File: config.mk
export PLATFORM = sky130hd
export DESIGN_NAME = cpu7_ifu_ibus_resp_flat
export DESIGN_NICKNAME = d
export VERILOG_FILES = /design/src/rtl/cpu7_ifu_ibus_resp_pkg.sv /design/src/rtl/cpu7_ifu_ibus_resp_if.sv /design/src/rtl/cpu7_ifu_ibus_fifo.sv /design/src/rtl/cpu7_ifu_ibus_resp.sv /design/src/flat_wrapper.sv
export SDC_FILE = /design/constraint.sdc
export NUM_CORES = 1
export LEC_CHECK = 0
export ABC_AREA = 1
export CORE_AREA = 2 2 117 119
export DETAILED_ROUTE_END_ITERATION = 7
export DIE_AREA = 0 0 119 121
export SLEW_MARGIN = 20
export SYNTH_ARGS = -nofsm -noshare
export SYNTH_HDL_FRONTEND = slang
export SYNTH_SLANG_ARGS = --single-unit
export TNS_END_PERCENT = 5
File: constraint.sdc
create_clock -name clock -period 2.6 [get_ports clock]
set_clock_uncertainty 0.2 [all_clocks]
set_input_delay 0.26 -clock clock [delete_from_list [all_inputs] [get_ports clock]]
set_output_delay 0.26 -clock clock [all_outputs]
set_load 0.02 [all_outputs]
File: src/rtl/cpu7_ifu_ibus_resp_pkg.sv
// Shared types and defaults for the cpu7 instruction-bus responder:
// exception code, uncached window, metadata queue entry and response FSM states.
package cpu7_ifu_ibus_resp_pkg;

   localparam int          GRLEN          = 32;
   localparam logic [5:0]  IBUS_EXCC_ADEF = 6'h08;
   localparam logic [31:0] IBUS_UC_BASE   = 32'hbfc00000;
   localparam logic [31:0] IBUS_UC_MASK   = 32'hfff00000;

   typedef struct packed {
      logic ex;
      logic uncache;
      logic discard;
   } q_entry_t;

   typedef enum logic [1:0] {
      ST_IDLE     = 2'd0,
      ST_WAIT_MEM = 2'd1,
      ST_EXC      = 2'd2
   } rsp_state_e;

   function automatic logic in_window(input logic [31:0] addr,
                                      input logic [31:0] base,
                                      input logic [31:0] mask);
      return (addr & mask) == base;
   endfunction

endpackage

File: src/rtl/cpu7_ifu_ibus_resp_if.sv
// IFU fetch request/response and instruction-memory read port bundled together;
// slave is the responder block, master is whatever drives the IFU and memory side.
interface cpu7_ifu_ibus_resp_if;
   import cpu7_ifu_ibus_resp_pkg::*;

   logic             inst_req;
   logic [31:0]      inst_addr;
   logic             inst_cancel;
   logic             inst_addr_ok;
   logic             inst_valid_f;
   logic [GRLEN-1:0] inst_rdata_f;
   logic [1:0]       inst_count;
   logic             inst_uncache;
   logic             inst_ex;
   logic [5:0]       inst_exccode;
   logic             mem_req;
   logic [31:0]      mem_addr;
   logic             mem_gnt;
   logic             mem_rvalid;
   logic [31:0]      mem_rdata;

   modport slave (
      input  inst_req, inst_addr, inst_cancel, mem_gnt, mem_rvalid, mem_rdata,
      output inst_addr_ok, inst_valid_f, inst_rdata_f, inst_count, inst_uncache,
             inst_ex, inst_exccode, mem_req, mem_addr
   );

   modport master (
      output inst_req, inst_addr, inst_cancel, mem_gnt, mem_rvalid, mem_rdata,
      input  inst_addr_ok, inst_valid_f, inst_rdata_f, inst_count, inst_uncache,
             inst_ex, inst_exccode, mem_req, mem_addr
   );

endinterface

File: src/rtl/cpu7_ifu_ibus_fifo.sv
// Metadata queue for accepted fetches; head visible combinationally, push/pop same cycle keeps occupancy.
// A full flag separates full from empty; set_discard marks every slot so in-flight returns are dropped.
module cpu7_ifu_ibus_fifo
   import cpu7_ifu_ibus_resp_pkg::*;
#(
   parameter int DEPTH = 4
) (
   input  logic     clock,
   input  logic     resetn,
   input  logic     push,
   input  q_entry_t push_dat,
   input  logic     pop,
   input  logic     set_discard,
   output q_entry_t head,
   output logic     full,
   output logic     empty,
   output logic     one_left
);

   localparam int AW = $clog2(DEPTH);

   q_entry_t        slot [DEPTH];
   logic [AW-1:0]   wptr;
   logic [AW-1:0]   rptr;
   logic            full_q;

   assign head     = slot[rptr];
   assign full     = full_q;
   assign empty    = (wptr == rptr) & ~full_q;
   assign one_left = ~full_q & ((wptr - rptr) == AW'(1));

   always_ff @(posedge clock or negedge resetn) begin
      if (!resetn) begin
         for (int i = 0; i < DEPTH; i++) slot[i] <= '0;
         wptr   <= '0;
         rptr   <= '0;
         full_q <= 1'b0;
      end else begin
         // Broadcast first so a same-cycle push still lands with its own discard bit.
         if (set_discard) begin
            for (int i = 0; i < DEPTH; i++) slot[i].discard <= 1'b1;
         end
         if (push) slot[wptr] <= push_dat;
         if (push) wptr <= wptr + 1'b1;
         if (pop)  rptr <= rptr + 1'b1;
         if (push && !pop)      full_q <= ((wptr + 1'b1) == rptr);
         else if (pop && !push) full_q <= 1'b0;
      end
   end

endmodule

File: src/rtl/cpu7_ifu_ibus_resp.sv
// In-order fetch responder: combinational accept, one registered response per popped entry (1-cycle latency).
// Stalls acceptance on full queue, pending ADEF entry, cancel or missing mem_gnt.
module cpu7_ifu_ibus_resp
   import cpu7_ifu_ibus_resp_pkg::*;
#(
   parameter int          DEPTH     = 4,
   parameter logic [31:0] UC_BASE   = IBUS_UC_BASE,
   parameter logic [31:0] UC_MASK   = IBUS_UC_MASK,
   parameter logic [5:0]  EXCC_ADEF = IBUS_EXCC_ADEF
) (
   input  logic                    clock,
   input  logic                    resetn,
   cpu7_ifu_ibus_resp_if.slave     bus
);

   q_entry_t         head;
   q_entry_t         push_dat;
   logic             full, empty, one_left;
   logic             push, pop;
   logic             aligned, ex_pending, can_req;
   rsp_state_e       state_q, state_nx;
   logic             rsp_vld_q, rsp_uc_q, rsp_ex_q;
   logic [GRLEN-1:0] rsp_dat_q;
   logic             rsp_out;

   assign aligned    = (bus.inst_addr[1:0] == 2'b00);
   // An ADEF entry can only be queued alone, so it is always the head.
   assign ex_pending = ~empty & head.ex;
   assign can_req    = resetn & bus.inst_req & ~bus.inst_cancel & ~full & ~ex_pending;

   assign bus.mem_req      = can_req & aligned;
   assign bus.mem_addr     = resetn ? {bus.inst_addr[31:2], 2'b00} : 32'h0;
   assign push             = can_req & (aligned ? bus.mem_gnt : empty);
   assign bus.inst_addr_ok = push;

   always_comb begin
      push_dat         = '0;
      push_dat.ex      = ~aligned;
      push_dat.uncache = in_window(bus.inst_addr, UC_BASE, UC_MASK);
   end

   assign pop = (state_q == ST_EXC) | ((state_q == ST_WAIT_MEM) & bus.mem_rvalid);

   cpu7_ifu_ibus_fifo #(.DEPTH(DEPTH)) u_fifo (
      .clock       (clock),
      .resetn      (resetn),
      .push        (push),
      .push_dat    (push_dat),
      .pop         (pop),
      .set_discard (bus.inst_cancel),
      .head        (head),
      .full        (full),
      .empty       (empty),
      .one_left    (one_left)
   );

   always_ff @(posedge clock or negedge resetn) begin
      if (!resetn) state_q <= ST_IDLE;
      else         state_q <= state_nx;
   end

   // Nothing can queue behind an ADEF entry, so the next head after a pop is always a memory read.
   always_comb begin
      state_nx = state_q;
      if (pop && !push)
         state_nx = one_left ? ST_IDLE : ST_WAIT_MEM;
      else if (push && !pop && empty)
         state_nx = push_dat.ex ? ST_EXC : ST_WAIT_MEM;
   end

   always_ff @(posedge clock or negedge resetn) begin
      if (!resetn) begin
         rsp_vld_q <= 1'b0;
         rsp_uc_q  <= 1'b0;
         rsp_ex_q  <= 1'b0;
         rsp_dat_q <= '0;
      end else begin
         rsp_vld_q <= pop & ~head.discard & ~bus.inst_cancel;
         if (pop) begin
            rsp_dat_q <= head.ex ? '0 : bus.mem_rdata;
            rsp_uc_q  <= head.uncache;
            rsp_ex_q  <= head.ex;
         end
      end
   end

   assign rsp_out          = rsp_vld_q & ~bus.inst_cancel;
   assign bus.inst_valid_f = rsp_out;
   assign bus.inst_rdata_f = rsp_out ? rsp_dat_q : '0;
   assign bus.inst_count   = {1'b0, rsp_out};
   assign bus.inst_uncache = rsp_out & rsp_uc_q;
   assign bus.inst_ex      = rsp_out & rsp_ex_q;
   assign bus.inst_exccode = (rsp_out & rsp_ex_q) ? EXCC_ADEF : 6'h00;

   no_orphan_rdata: assert property (@(posedge clock) disable iff (!resetn)
                                     !(bus.mem_rvalid && empty));

endmodule

File: src/flat_wrapper.sv
// flat-port wrapper written by rule: the top's interface ports become plain ports
module cpu7_ifu_ibus_resp_flat import cpu7_ifu_ibus_resp_pkg::*;
#(
   parameter int          DEPTH     = 4,
   parameter logic [31:0] UC_BASE   = IBUS_UC_BASE,
   parameter logic [31:0] UC_MASK   = IBUS_UC_MASK,
   parameter logic [5:0]  EXCC_ADEF = IBUS_EXCC_ADEF
)
  (clock, resetn, bus_inst_req, bus_inst_addr, bus_inst_cancel, bus_mem_gnt, bus_mem_rvalid, bus_mem_rdata, bus_inst_addr_ok, bus_inst_valid_f, bus_inst_rdata_f, bus_inst_count, bus_inst_uncache, bus_inst_ex, bus_inst_exccode, bus_mem_req, bus_mem_addr);
  cpu7_ifu_ibus_resp_if bus_i ();
  input  logic clock;
  input  logic resetn;
  input wire logic [$bits(bus_i.inst_req)-1:0] bus_inst_req;
  input wire logic [$bits(bus_i.inst_addr)-1:0] bus_inst_addr;
  input wire logic [$bits(bus_i.inst_cancel)-1:0] bus_inst_cancel;
  input wire logic [$bits(bus_i.mem_gnt)-1:0] bus_mem_gnt;
  input wire logic [$bits(bus_i.mem_rvalid)-1:0] bus_mem_rvalid;
  input wire logic [$bits(bus_i.mem_rdata)-1:0] bus_mem_rdata;
  output wire logic [$bits(bus_i.inst_addr_ok)-1:0] bus_inst_addr_ok;
  output wire logic [$bits(bus_i.inst_valid_f)-1:0] bus_inst_valid_f;
  output wire logic [$bits(bus_i.inst_rdata_f)-1:0] bus_inst_rdata_f;
  output wire logic [$bits(bus_i.inst_count)-1:0] bus_inst_count;
  output wire logic [$bits(bus_i.inst_uncache)-1:0] bus_inst_uncache;
  output wire logic [$bits(bus_i.inst_ex)-1:0] bus_inst_ex;
  output wire logic [$bits(bus_i.inst_exccode)-1:0] bus_inst_exccode;
  output wire logic [$bits(bus_i.mem_req)-1:0] bus_mem_req;
  output wire logic [$bits(bus_i.mem_addr)-1:0] bus_mem_addr;
  assign bus_i.inst_req = bus_inst_req;
  assign bus_i.inst_addr = bus_inst_addr;
  assign bus_i.inst_cancel = bus_inst_cancel;
  assign bus_i.mem_gnt = bus_mem_gnt;
  assign bus_i.mem_rvalid = bus_mem_rvalid;
  assign bus_i.mem_rdata = bus_mem_rdata;
  assign bus_inst_addr_ok = bus_i.inst_addr_ok;
  assign bus_inst_valid_f = bus_i.inst_valid_f;
  assign bus_inst_rdata_f = bus_i.inst_rdata_f;
  assign bus_inst_count = bus_i.inst_count;
  assign bus_inst_uncache = bus_i.inst_uncache;
  assign bus_inst_ex = bus_i.inst_ex;
  assign bus_inst_exccode = bus_i.inst_exccode;
  assign bus_mem_req = bus_i.mem_req;
  assign bus_mem_addr = bus_i.mem_addr;
  cpu7_ifu_ibus_resp #(.DEPTH(DEPTH), .UC_BASE(UC_BASE), .UC_MASK(UC_MASK), .EXCC_ADEF(EXCC_ADEF)) u_core (.clock(clock), .resetn(resetn), .bus(bus_i));
endmodule
---- After elaboration in Yosys (flattened, before gate mapping) ----
Index checks and enable logic that the tools add are counted.
storage, ports and cells
  latch bits .............................. 0
  input port bits ......................... 70
  logic and storage cells ................. 87
  memories kept ........................... 0
  bits in writable memories ............... 0
  ROM bits ................................ 0
  bits in registers ....................... 54
operators by class
  $add $sub $neg .......................... 3
  eq/ne operators ......................... 6
  $mul .................................... 0
  reduce and logical (&&, ||, !) cells .... 9
  shifts and indexed selects .............. 0
  mux-type cells .......................... 22
  $lt $le $gt $ge ......................... 3
  bitwise operators ....................... 24
  divide/modulo/power cells ............... 0
operators by type and width
  kind                                                                           number
  32-bit two-way mux                                                             3
  1-bit bitwise AND                                                              15
  12-bit bitwise mux                                                             1
  12-bit == test (second input constant)                                         1
  10-bit two-way mux                                                             1
  3-bit two-way mux                                                              3
  1-bit two-way mux                                                              8
  3-bit binary-select mux with 2-bit select                                      1
  3-bit demux with 2-bit select                                                  1
  3-bit >= comparator (second input constant)                                    2
  2-bit two-way mux                                                              3
  1-bit inverter                                                                 6
  2-bit inverter with 3-bit output                                               2
  2-bit by 1-bit adder with 2-bit output (second input constant)                 2
  2-bit by 1-bit == test with 1-bit output (second input constant)               2
  2-bit == test                                                                  2
  1-bit logical AND                                                              4
  4-bit two-way mux                                                              1
  2-bit nonzero test                                                             2
  3-bit by 1-bit less-than comparator with 1-bit output (second input constant)  1
  2-bit == test (second input constant)                                          1
  1-bit zero test                                                                2
  2-bit zero test                                                                1
  2-bit subtractor                                                               1
  1-bit OR                                                                       1

---- Depth between registers and ports, before layout ----
Gate-level depths: netlist (run 1).
  word-level depth ........................ 12
  depth in mapped cells ................... 14
  gate-level depth less buffers ........... 13

---- Modules after synthesis ----
From an unflattened synthesis (run 1), not the netlist that was laid out.
unflattened totals
  cells, all modules ...................... 412
  area, all modules ....................... 3,093.0 µm²
modules (own cells, without submodules)
  module              cells an instance  area each (µm²)  times used
  cpu7_ifu_ibus_resp  300                2,187.1          1
  cpu7_ifu_ibus_fifo  112                905.9            1

---- Least setup slack after synthesis (run 1) ----
Ideal clock, no wire load.
  path kind ............................... register to register
  start ................................... register u_core.u_fifo.wptr[0]
  end ..................................... register u_core.state_q[0]
  slack ................................... 0.380 ns
  stages on the path, launching flop included .. 15
  arrival time ............................ 1.955 ns
  library setup time ...................... 0.065 ns
  path buffers ............................ 1
  path through ............................ dfrtp_1 > inv_1 > ha_1 > inv_1 > nor2_4 > nand3_2 > nand3_4 > nand2_4 > nor2_8 > buf_8 > ha_1 > nand3_1 > o21ai_0 > o21ai_1 > nand2_1
on the way
  cells in the longest elaborated chain, start to end .. 10
  elaborated cells on any way between the ends .. 18
  those cells by class .................... 1 x add/sub; 2 x eq/ne; 3 x mux; 7 x bitwise; 5 x reduce/logical
RTL lines
  element                                                  RTL line                                            text
  start: declaration                                       cpu7_ifu_ibus_fifo.sv:23                            logic [AW-1:0] wptr;
  start signal: assignment                                 cpu7_ifu_ibus_fifo.sv:44                            if (push) wptr <= wptr + 1'b1;
  2-bit == test (*)                                        cpu7_ifu_ibus_fifo.sv:29                            assign empty = (wptr == rptr) & ~full_q;
  1-bit bitwise AND (*)                                    cpu7_ifu_ibus_fifo.sv:29
  1-bit inverter                                           cpu7_ifu_ibus_resp.sv:28                            assign ex_pending = ~empty & head.ex;
  1-bit bitwise AND                                        cpu7_ifu_ibus_resp.sv:28
  1-bit inverter                                           cpu7_ifu_ibus_resp.sv:29                            assign can_req = resetn & bus.inst_req & ~bus.inst_cancel & ~full & ~ex_pending;
  1-bit bitwise AND                                        cpu7_ifu_ibus_resp.sv:29
  1-bit bitwise AND (*)                                    cpu7_ifu_ibus_resp.sv:33                            assign push = can_req & (aligned ? bus.mem_gnt : empty);
  via bus_inst_addr_ok                                     flat_wrapper.sv:19                                  output wire logic [$bits(bus_i.inst_addr_ok)-1:0] bus_inst_addr_ok;
  1-bit zero test or 1-bit logical AND (tied branches)     cpu7_ifu_ibus_resp.sv:65, cpu7_ifu_ibus_resp.sv:67
  1-bit logical AND (on tied branches)                     cpu7_ifu_ibus_resp.sv:65, cpu7_ifu_ibus_resp.sv:67
  2-bit two-way mux or 2-bit nonzero test (tied branches)  n/a
  end signal: assignment                                   cpu7_ifu_ibus_resp.sv:59                            else state_q <= state_nx;
  end: declaration                                         cpu7_ifu_ibus_resp.sv:21                            rsp_state_e state_q, state_nx;
The timed path passes the listed nets; every way through them passes the cells marked *.
A chain may end at the register's enable or synchronous reset.

---- Final worst setup path (run 1) ----
  start ................................... input port bus_inst_cancel
  end ..................................... output port bus_inst_rdata_f[4]
on the way
  cells in the longest elaborated chain, start to end .. 3
RTL lines
  element             RTL line                  text
  start: declaration  flat_wrapper.sv:15        input wire logic [$bits(bus_i.inst_cancel)-1:0] bus_inst_cancel;
  1-bit inverter      cpu7_ifu_ibus_resp.sv:87  assign rsp_out = rsp_vld_q & ~bus.inst_cancel;
  1-bit bitwise AND   cpu7_ifu_ibus_resp.sv:87
  32-bit two-way mux  cpu7_ifu_ibus_resp.sv:89  assign bus.inst_rdata_f = rsp_out ? rsp_dat_q : '0;
  end: declaration    flat_wrapper.sv:21        output wire logic [$bits(bus_i.inst_rdata_f)-1:0] bus_inst_rdata_f;
No other way between the ends.

==> flow_summary.ini, run 1 <==
[status]
status = complete, no violations

[global_route]
grt_max_degree = 55
antenna_found_initial = 0
globalRouteOverflowTotal = 0
grt_pass1_wl_um = 13830
grt_usage = 0.1183
grt_pass1_vias = 2855

[hold_path]
min-delay-start = u_core.u_fifo.slot[10]$_DFFE_PN0P_
hold_end = u_core.u_fifo.slot[10]$_DFFE_PN0P_
min_path_type = flip-flop to flip-flop
min_path_cells = 2

[worst_setup_path]
r2r_start = u_core.u_fifo.wptr[0]$_DFFE_PN0N_
cpMaxStageDelayCell = clkdlybuf4s50_1
crit_top_cell = clkdlybuf4s50_1
start_kind = input port
r2r_setup_slack_ns = 0.19
crit_type = input port to output port
critPathMaxFanout = 18
critPathMaxStageDelay_ns = 0.61
crit_chain = clkdlybuf4s50_1 > inv_1 > nand2_1 > buf_4 > nor2_1 > clkdlybuf4s50_1
crit_required_ns = 2.14
r2r_end = u_core.state_q[0]$_DFFE_PN0P_
r2r_cells = 13
cp_data_arrival_time_ns = 2.00
critPathCaptureType = output port

[synth]
yosys_warnings = 0
ys.flop_type = dfrtp_1
synth_area_per_cell_um2 = 7.469
synth_area_mm2 = 0.002965
synthArstFlopShare = 1.000
synth_edf_count = 0
ys_seq_elements = 54
netlist_instances = 397
ys_types = 29
yosysSeqAreaShare = 0.4557

[pwr]
p_leak_uw = 0.002249
powerDensity_mw_per_mm2 = 744.8
peakVddDrop_uv = 377.0
finalPower_uw = 3496

[die]
dieArea_mm2 = 0.01440
die_w_um = 119
fp.dieH_um = 121
core-area_mm2 = 0.01309
rows = 42
top_level_ports = 147
initial_core_util = 0.2266

[clock_tree]
cts_tree = done
htree_levels = 2
cts_num_sinks = 54
post-cts-setup-buffers = 0
root_buffer = clkbuf_16
cts_buffers = 5
insertion_delay_ns = 0.29
cts.path.max_buffers = 2
clk_pin_slew_ns = 0.07

[route]
drt_iter0_drc = 189
dr.pass1.iters = 4
vias = 2845
drt_wl_total_um = 8292
avgRoutedWirePerCell_um = 11.66
antenna_left = 0
drcViolationCount = 0
post_drt_via_cell_ratio = 4.001

[sta]
slew_viol_final = 0
setup-violations-final = 0
hold_viol_final = 0
hold_ws_ns = 0.2823
fin_crit_ns = 2.462
fin_crit_sh = 0.9469
max_freq_ghz = 0.4062
max-slew-margin-rel = 0.5551
worstMarginPinSlew_ns = 0.6674
grt_setup_unrepaired = true
final.setup.tns_ns = 0

[placed_design]
portBuffers = 138
place_hpwl_um = 6388
dpl_cell_area_mm2 = 0.004526
gp_congestion = 0.8426

[layout]
n_fill_cell = 1366
finalInstanceArea_mm2 = 0.004693
syn_to_final_growth_pct = 58.27
final_util = 0.3587
diodes = 0
drive_gt1_frac = 0.06729
layout_commonest_cell = clkdlybuf4s50_1
final_cell_mix = clkdlybuf4s50_1 (135), nand2_1 (95), inv_1 (75), dfrtp_1 (54), nor2_1 (45)
fin_nets = 611

[job]
timing.max_cap.violations = 0
## sequential cells by signal, indices dropped and copies added, names as in the netlist
signal	count
u_core.rsp_dat_q	32
u_core.rsp_ex_q	1
u_core.rsp_uc_q	1
u_core.rsp_vld_q	1
u_core.state_q	2
u_core.u_fifo.full	1
u_core.u_fifo.rptr	2
u_core.u_fifo.slot	12
u_core.u_fifo.wptr	2
## worst max path at each step
stage / from / end / slack [ns] / cells past startpoint
CTS: u_core.u_fifo.wptr[0]$_DFFE_PN0N_ / bus_inst_addr_ok / 0.02 / 9
global route: u_core.u_fifo.wptr[0]$_DFFE_PN0N_ / u_core.state_q[0]$_DFFE_PN0P_ / -0.01 / 13
finish: bus_inst_cancel / bus_inst_rdata_f[4] / 0.14 / 6
floorplan: u_core.u_fifo.wptr[0]$_DFFE_PN0N_ / u_core.state_q[0]$_DFFE_PN0P_ / 0.38 / 14
global placement: u_core.u_fifo.wptr[0]$_DFFE_PN0N_ / bus_inst_addr_ok / 0.08 / 9
detailed placement: u_core.u_fifo.wptr[0]$_DFFE_PN0N_ / bus_inst_addr_ok / 0.02 / 9
## routing by layer
| metal | wire, um | track usage | share of wire | vias up |
|---|---|---|---|---|
| li1 | - | - | - | 1456 |
| met1 | 3666 | 0.1511 | 0.44 | 1278 |
| met2 | 4086 | 0.2058 | 0.49 | 103 |
| met3 | 484 | 0.02632 | 0.058 | 8 |
| met4 | 55 | 0.02381 | 0.0066 | 0 |
| met5 | 0 | 0 | 0 | - |
## what timing repair did
item,4_1_cts,5_1_grt
gates resized for setup,3,3
endpoints found under the setup margin,2,3
hold buffers,0,0
endpoints found under the hold margin,0,0
## stage by stage
| stage | setup WS (ns) | cells |
|---|---|---|
| floorplan | 0.3803 | 404 |
| global placement | 0.08476 | 703 |
| detailed placement | 0.02279 | 703 |
| CTS | 0.01621 | 711 |
| global route | -0.01236 | 711 |
| finish | 0.1380 | 711 |
## synthesized netlist by cell type (2+ instances only)
| master | n | share of area |
|---|---|---|
| buf_4 | 11 | 0.028 |
| nor3_1 | 2 | 0.0034 |
| nand3_2 | 2 | 0.0068 |
| nand2_4 | 2 | 0.0076 |
| o22ai_1 | 3 | 0.0063 |
| a21oi_1 | 5 | 0.0084 |
| nand4_1 | 6 | 0.013 |
| nand2_1 | 95 | 0.12 |
| inv_2 | 5 | 0.0063 |
| buf_2 | 4 | 0.0068 |
| nor2_1 | 45 | 0.057 |
| o21ai_1 | 24 | 0.041 |
| ha_1 | 7 | 0.030 |
| xor2_1 | 4 | 0.012 |
| o21ai_0 | 17 | 0.029 |
| clkbuf_1 | 8 | 0.010 |
| nand3_1 | 18 | 0.030 |
| inv_1 | 75 | 0.095 |
| dfrtp_1 | 54 | 0.46 |
## power by group
part | switching (uW) | internal (uW) | total (uW) | leakage, uW
clock network | 300 | 484 | 785 | 0.0000875
logic | 907 | 548 | 1450 | 0.00149
registers | 124 | 1130 | 1260 | 0.000676
total | 1330 | 2160 | 3500 | 0.00225
## cell families after synthesis
| group | after synthesis | share of synthesized area |
|---|---|---|
| AND/OR/NAND/NOR | 175 | 0.2599 |
| other | 1 | 0.001265 |
| buffers and inverters | 105 | 0.1523 |
| XOR/XNOR | 5 | 0.01477 |
| adder cells (fa/ha/maj) | 7 | 0.02953 |
| AO/OA/AOI/OAI | 50 | 0.08650 |
| flip-flops | 54 | 0.4557 |
## cell type report
class / count / area, um2 / share of cell area
Tap cell: 176 / 220.2 / 0.04692
Timing Repair Buffer: 148 / 1444 / 0.3077
Inverter: 80 / 300.3 / 0.06398
Clock inverter: 2 / 38.79 / 0.008264
Clock buffer: 6 / 138.9 / 0.02959
Sequential cell: 54 / 1351 / 0.2879
Multi-Input combinational cell: 245 / 1200 / 0.2557
## worst max-delay path, delay by kind of cell
family / cells / cell delay (ns)
and+or+nand+nor: 2 / 0.30
buffers and inverters: 4 / 1.43
Power figures use the tool's default switching activity.
==> run 2: changes to the inputs <==
--- a/config.mk
+++ b/config.mk
@@ -6,6 +6,7 @@
 export NUM_CORES = 1
 export LEC_CHECK = 0
 export ABC_AREA = 1
+export ABC_CLOCK_PERIOD_IN_PS = 2600
 export CORE_AREA = 2 2 117 119
 export DETAILED_ROUTE_END_ITERATION = 7
 export DIE_AREA = 0 0 119 121
==> constraint.sdc (replaced) <==
create_clock -name clock -period 2.6 [get_ports clock]
set_clock_uncertainty 0.2 [all_clocks]
set_input_delay 0.26 -clock clock [delete_from_list [all_inputs] [get_ports clock]]
set_output_delay 0.26 -clock clock [all_outputs]
set_load 0.1 [all_outputs]
==> run 2 against run 1 <==
Against the previous run: flip-flop and latch count unchanged; via count increased by 1.1%; worst hold slack got worse by 0.00084 ns; clock power decreased by 11%; first-iteration DRC count decreased by 29%; cell count decreased by 0.14%; largest power group unchanged.
==> flow_summary.ini, run 2 (synthesis gave the netlist of run 1 again) <==
[status]
status = complete, no violations

[sta]
max_freq_ghz = 0.4168
slew_viol_final = 0
hold_viol_final = 0
setup-violations-final = 0
fin_crit_ns = 2.399
worstMarginPinSlew_ns = 0.7024
max-slew-margin-rel = 0.5318
grt_setup_unrepaired = false
fin_crit_sh = 0.9229
final.setup.tns_ns = 0

[die]
fp.dieH_um = 121
initial_core_util = 0.2266
dieArea_mm2 = 0.01440
die_w_um = 119
rows = 42
top_level_ports = 147
core-area_mm2 = 0.01309

[layout]
final_util = 0.4102
layout_commonest_cell = nand2_1
fin_nets = 610
final_cell_mix = nand2_1 (95), inv_1 (75), buf_12 (69), clkdlybuf4s50_1 (68), dfrtp_1 (54)
diodes = 0
regMostFlops = u_core.rsp_dat_q
reg_top3 = u_core.rsp_dat_q (32), u_core.u_fifo.slot (12)
largest_register_ffs = 32
syn_to_final_growth_pct = 81.01
n_fill_cell = 1306
drive_gt1_frac = 0.1929

[clock_tree]
htree_levels = 2
clk_pin_slew_ns = 0.07
cts_buffers = 5
cts_num_sinks = 54
cts.path.max_buffers = 2
cts_resized = 0
hold_buffers = 0
root_buffer = clkbuf_16
post-cts-setup-buffers = 0
insertion_delay_ns = 0.29
cts_tree = done

[pwr]
power_frac_clock = 0.184
sw_frac_of_total = 0.4361
power.switching_uw = 1663
combinationalPowerShare = 0.485
finalPower_uw = 3814
peakVddDrop_uv = 368.3
p_int_uw = 2151
seqPwrFrac = 0.331
p_leak_uw = 0.002569
powerDensity_mw_per_mm2 = 710.5

[route]
avgRoutedWirePerCell_um = 12.39
drt_iter0_drc = 135
antenna_left = 0
drcViolationCount = 0
dr.pass1.iters = 4
vias = 2875
drt_wl_total_um = 8795
post_drt_via_cell_ratio = 4.049

[worst_setup_path]
path_depth = 9
r2r_cells = 13
r2r_end = u_core.state_q[0]$_DFFE_PN0P_
crit_required_ns = 2.14
cp_data_arrival_time_ns = 1.94
critPathMaxStageDelay_ns = 0.38
critPathCaptureType = output port
crit_top_cell = inv_1
crit_end = bus_mem_req
cpMaxStageDelayCell = dfrtp_1
crit_chain = inv_1 > ha_1 > inv_1 > nor2_4 > nand3_2 > nand3_4 > nand2_4 > nor2_2 > buf_12
r2r_setup_slack_ns = 0.28
start_kind = flip-flop
critPathMaxFanout = 6
critPathTopFamily = simple AND/OR/NAND/NOR gates
crit_type = flip-flop to output port
r2r_start = u_core.u_fifo.wptr[0]$_DFFE_PN0N_
crit_buf_inv = 3
startpoint = u_core.u_fifo.wptr[0]$_DFFE_PN0N_

[hold_path]
min_path_type = input port to asynchronous set/reset pin

[global_route]
grt_pass1_vias = 2923
globalRouteOverflowTotal = 0
antenna_found_initial = 0
grt_pass1_wl_um = 14210
grt_max_degree = 55
grt_usage = 0.1213

[placed_design]
place_hpwl_um = 6983
portBuffers = 138
gp_congestion = 0.7970

[job]
timing.max_cap.violations = 0
-- run 2: changes by cell type in the layout (fill, tap and decap cells not counted) --
cell | previous run | this run
nor2_2 | 0 | 1
inv_6 | 1 | 0
clkinv_4 | 0 | 2
buf_4 | 11 | 10
nor2_1 | 45 | 44
clkdlybuf4s50_1 | 135 | 68
bufinv_16 | 1 | 0
buf_12 | 0 | 69
clkbuf_2 | 2 | 0
-- run 2: worst min-delay path by stage --
stage                                           start                                end  slack [ns]  cells past startpoint
floorplan                                      resetn    u_core.rsp_dat_q[0]$_DFFE_PN0N_       -0.24                      0
global placement    u_core.u_fifo.slot[4]$_DFFE_PN0P_  u_core.u_fifo.slot[4]$_DFFE_PN0P_        0.27                      2
detailed placement  u_core.u_fifo.slot[4]$_DFFE_PN0P_  u_core.u_fifo.slot[4]$_DFFE_PN0P_        0.26                      2
CTS                 u_core.u_fifo.slot[4]$_DFFE_PN0P_  u_core.u_fifo.slot[4]$_DFFE_PN0P_        0.28                      2
global route                        bus_mem_rdata[20]   u_core.rsp_dat_q[20]$_DFFE_PN0N_        0.31                      3
finish                                         resetn  u_core.u_fifo.wptr[0]$_DFFE_PN0N_        0.28                      3
-- run 2: tightest hold or removal path, cell delays in order --
cell	delay, ns
buf_4	0.09
buf_4	0.28
buf_4	0.63
-- run 2: final cells by class --
class                      count  area (um2)  area share
clock buffer                   6       138.9     0.02587
clock inverter                 2       17.52    0.003263
inverter                      80       300.3     0.05594
multi-input combinational    245        1202      0.2240
sequential                    54        1351      0.2517
tap                          176       220.2     0.04103
timing repair buffer         147        2137      0.3981
-- run 2: power by group through the flow --
stage / combinational (uW) / sequential [uW] / clock [uW]
after floorplan: 1320 / 1230 / 0
after global placement: 1840 / 1270 / 0
after detailed placement: 1860 / 1280 / 0
after CTS: 1870 / 1260 / 734
after global routing: 2050 / 1290 / 755
final: 1850 / 1260 / 702
-- run 2: layer usage --
layer,global-route usage,share of wire,routed length (um)
met5,0,0,0
met3,0.02632,0.046,401
met2,0.2170,0.51,4457
met4,0.02232,0.0048,42
met1,0.1513,0.44,3894
-- run 2: through the flow --
stage	instance area [um2]	hold slack [ns]	std cells	worst slack, ns
6_report	5368	0.2815	710	0.2005
5_1_grt	5368	0.3147	710	0.06895
4_1_cts	5368	0.2812	710	0.1997
3_5_place_dp	5211	0.2614	702	0.2234
3_3_place_gp	5211	0.2670	702	0.2581
2_1_floorplan	2994	-0.2356	404	-0.08885
==> edit 1: new RTL, config.mk and constraints of run 2 <==
Re-encode `rsp_state_e` (3 states) as one-hot, 3 bits wide.
--- a/src/rtl/cpu7_ifu_ibus_resp_pkg.sv
+++ b/src/rtl/cpu7_ifu_ibus_resp_pkg.sv
@@ -13,10 +13,10 @@
       logic discard;
    } q_entry_t;
 
-   typedef enum logic [1:0] {
-      ST_IDLE     = 2'd0,
-      ST_WAIT_MEM = 2'd1,
-      ST_EXC      = 2'd2
+   typedef enum logic [2:0] {
+      ST_IDLE     = 3'b001,
+      ST_WAIT_MEM = 3'b010,
+      ST_EXC      = 3'b100
    } rsp_state_e;
 
    function automatic logic in_window(input logic [31:0] addr,
Function: no difference found for any inputs over 10 cycles, from zero or initial values and one cycle with resetn low; not proved beyond that.
==> edit 1 against run 2 <==
Sequential cell count increased by 1; routed wire length down 2.7%; setup slack better by 0.0016 ns; synthesized area up 2.3%; sequential share of layout area decreased by 0.94 points; cell area increased by 5.9%; combinational power is 26% higher; total power increased by 16%; critical path type unchanged; global-route usage is 0.14 points higher.
==> edit 1: results <==
[final_layout]
drive_gt1_share_pct = 25.6
layout_top_registers = u_core.rsp_dat_q: 32 flops, u_core.u_fifo.slot: 12 flops, u_core.state_q: 3 flops
regArea_um2 = 1380
fin_nets = 616
final.fill_count = 1233

[grt]
met2_usage_pct = 21.9
antenna_found_initial = 0
grt_max_degree = 50
met3_usage_pct = 2.96
grt_first_pass_wirelength_um = 14300
grt_use_total_pct = 12.3
gr-usage-met1_pct = 15.1

[pwr]
leakage_nw = 2.60
ir_drop_mv = 0.319

[worst_hold_path]
worstHoldStart = u_core.u_fifo.slot[1]$_DFFE_PN0P_
hold_path_class = register to register

[drt]
wl_met1_um = 3690
dr.pass1.iters = 4
route.detailed.drc = 0
drtIter0Drc = 178
wl_met2_um = 4350
drt-wirelength-per-cell_um = 12.0
vias = 2899
wl_met3_um = 465
routed_wl_um = 8560
top_layer_used = met4

[placed_design]
hpwl_um = 6740
place_inst = 707
pre_cts_slack_ns = 0.229
placed_area_um2 = 5510
portBuffers = 138
routabilityCongestion = 0.816

[cts]
cts_buffer_depth = 2
root_buffer = clkbuf_16
htree_levels = 2
tritoncts.num_buffers = 5
cts_setup_buffers = 0
cts.reportedPaths.clkPinSlew_ns = 0.07

[run_status]
status = finished clean

[yosys]
ys_types = 32
ys_seq_area_share_pct = 45.4
syn_inst = 404
ys_top_cells_by_area = dfrtp_1 (45%), nand2_1 (12%), inv_1 (9.2%)
synth_common_cells = nand2_1 (98), inv_1 (74), dfrtp_1 (54), nor2_1 (50), o21ai_0 (35)

[critical_path]
arrival_ns = 1.94

[timing]
tightest_slew_ns = 0.607
## edit 1: path summary, 6_finish.rpt
| path | endpoint | depth (start not counted) | slack (ns) |
|---|---|---|---|
| worst max-delay path | bus_mem_req | 9 | 0.20 |
| worst min-delay path | u_core.u_fifo.slot[1]$_DFFE_PN0P_ | 2 | 0.28 |
| worst max register to register | u_core.state_q[1]$_DFFE_PN0P_ | 13 | 0.29 |
| worst min register to register | u_core.u_fifo.slot[1]$_DFFE_PN0P_ | 2 | 0.28 |
| max in group asynchronous | u_core.rsp_dat_q[30]$_DFFE_PN0N_ | 4 | 0.92 |
| min in group asynchronous | u_core.rsp_dat_q[10]$_DFFE_PN0N_ | 3 | 0.34 |
## edit 1: power breakdown
part           total (mW)  internal, mW  switching, mW
logic                2.34         0.740           1.60
clock network       0.731         0.450          0.281
registers            1.34          1.19          0.152
## edit 1: cell families after synthesis
kind of cell | count (synthesis) | synth area share, %
AO/OA/AOI/OAI | 49 | 8.25
buffers and inverters | 104 | 15.3
flip-flops | 55 | 45.4
XOR/XNOR | 4 | 1.15
other | 1 | 0.124
AND/OR/NAND/NOR | 184 | 26.9
adder cells (fa/ha/maj) | 7 | 2.89
## edit 1: repair_timing
item                                    4_1_cts  5_1_grt
endpoints found under the hold margin         6        0
resized for setup                             0        2
endpoints found under the setup margin        0        1
hold buffers                                  1        0
## edit 1: stage by stage
step                hold WS, ns  TNS, ns
floorplan                -0.236    -7.91
global placement          0.109        0
detailed placement        0.112        0
CTS                       0.286        0
global route              0.323        0
finish                    0.283        0
## edit 1: cell type report
type | instances | area share (%)
clock buffer | 6 | 2.27
clock inverter | 1 | 0.528
inverter | 80 | 5.52
multi-input combinational | 252 | 26.0
sequential | 55 | 24.2
tap | 176 | 3.87
timing repair buffer | 145 | 37.6
==> edit 2: new RTL, settings of run 2 <==
Without the edit above. `DEPTH` is set to 4 in 3 places; all go to 8.
--- a/src/rtl/cpu7_ifu_ibus_fifo.sv
+++ b/src/rtl/cpu7_ifu_ibus_fifo.sv
@@ -3,7 +3,7 @@
 module cpu7_ifu_ibus_fifo
    import cpu7_ifu_ibus_resp_pkg::*;
 #(
-   parameter int DEPTH = 4
+   parameter int DEPTH = 8
 ) (
    input  logic     clock,
    input  logic     resetn,
--- a/src/rtl/cpu7_ifu_ibus_resp.sv
+++ b/src/rtl/cpu7_ifu_ibus_resp.sv
@@ -3,7 +3,7 @@
 module cpu7_ifu_ibus_resp
    import cpu7_ifu_ibus_resp_pkg::*;
 #(
-   parameter int          DEPTH     = 4,
+   parameter int          DEPTH     = 8,
    parameter logic [31:0] UC_BASE   = IBUS_UC_BASE,
    parameter logic [31:0] UC_MASK   = IBUS_UC_MASK,
    parameter logic [5:0]  EXCC_ADEF = IBUS_EXCC_ADEF
--- a/src/flat_wrapper.sv
+++ b/src/flat_wrapper.sv
@@ -1,7 +1,7 @@
 // flat-port wrapper written by rule: the top's interface ports become plain ports
 module cpu7_ifu_ibus_resp_flat import cpu7_ifu_ibus_resp_pkg::*;
 #(
-   parameter int          DEPTH     = 4,
+   parameter int          DEPTH     = 8,
    parameter logic [31:0] UC_BASE   = IBUS_UC_BASE,
    parameter logic [31:0] UC_MASK   = IBUS_UC_MASK,
    parameter logic [5:0]  EXCC_ADEF = IBUS_EXCC_ADEF
Function: changed (Yosys sat finds a counterexample within 10 cycles, from zero or initial values and one cycle with resetn low).
==> edit 2 against run 2 <==
Cell area up 25%; synthesized area up 28%; sequential cell count rose by 14; setup slack got worse by 0.066 ns; via count rose by 27%; total power grew 56%; count of clock-buffer cells in the layout rose by 3; routed wire length rose by 24%; highest routed layer unchanged.
==> edit 2: results <==
[final_layout]
fin_nets = 733
layout_top_registers = u_core.rsp_dat_q: 32 flops, u_core.u_fifo.slot: 24 flops
final.fill_count = 1175
layout.cells.non_filler = 837

[grt]
grt_use_total_pct = 15.8
grt_max_degree = 69
grt_first_pass_wirelength_um = 18400

[critical_path]
r2r_slack_ns = 0.18
critical_path.endpoint = bus_inst_addr_ok
cp_top_family = buffers and inverters
arrival_ns = 2.01
rr_endpoint = u_core.u_fifo.full$_DFFE_PN0P_
rr_startpoint = u_core.u_fifo.rptr[0]$_DFFE_PN0N_

[yosys]
synth_common_cells = nand2_1 (136), inv_1 (93), dfrtp_1 (68), nor2_1 (65), o21ai_0 (45)
ys_top_cells_by_area = dfrtp_1 (45%), nand2_1 (13%), inv_1 (9.2%)
syn_area_per_cell_um2 = 7.38

[placed_design]
routabilityCongestion = 0.894
placed_area_um2 = 6360
place_inst = 818
pre_cts_slack_ns = 0.138

[drt]
via_per_inst = 4.37
drtIter0Drc = 170
drt-wirelength-per-cell_um = 13.0

[cts]
tritoncts.num_buffers = 9
clk-insertion-delay-late_ns = 0.33

[run_status]
status = finished clean

[pwr]
leakage_nw = 3.04
edit 2: cell count changes in the layout (fill, tap and decap cells not counted), moves of 4 or more:
cell       before  now
nand3_1        18   11
nor3_1          2   10
dfrtp_1        54   65
nor2_1         44   29
nor2_4          1   38
o21ai_0        17   43
nand4_1         6   11
buf_4          10   15
nand2_1        95  135
inv_1          75   89
o21ai_1        23    3
clkbuf_16       5    9
edit 2: power breakdown:
part	internal (mW)	switching, mW
Sequential	1.41	0.177
Combinational	1.01	2.03
Clock	0.846	0.478
Total	3.27	2.68
edit 2: area by class of cell:
cell class / instances / area [um2] / share of cell area (%)
Clock buffer: 9 / 225 / 3.36
Clock inverter: 7 / 98.8 / 1.47
Inverter: 99 / 385 / 5.74
Multi-Input combinational cell: 324 / 1860 / 27.7
Sequential cell: 68 / 1710 / 25.4
Tap cell: 176 / 220 / 3.28
Timing Repair Buffer: 154 / 2210 / 33.0
edit 2: kinds of logic after synthesis:
| family | Yosys count | share of synthesized area, % |
|---|---|---|
| adders and majority gates | 7 | 2.51 |
| AOI/OAI and AO/OA | 55 | 7.78 |
| and+or+nand+nor | 247 | 28.8 |
| xor gates and xnor gates | 7 | 1.62 |
| DFF | 68 | 44.9 |
| other | 1 | 0.0988 |
| buffers and inverters | 129 | 14.3 |
edit 2: routing by layer:
metal	up-vias	share of wire, %	global-route usage (%)
met5	-	0	0
met4	0	1.1	4.76
met3	14	6.7	3.85
met2	135	47	25.6
met1	1688	45	20.9
li1	1818	-	-
edit 2: what timing repair did:
action / in CTS / in global routing
pin swaps: 1 / 1
setup buffers: 2 / 1
hold buffers: 0 / 0
gates cloned: 0 / 0
resized for setup: 1 / 3
setup endpoints to repair: 2 / 4
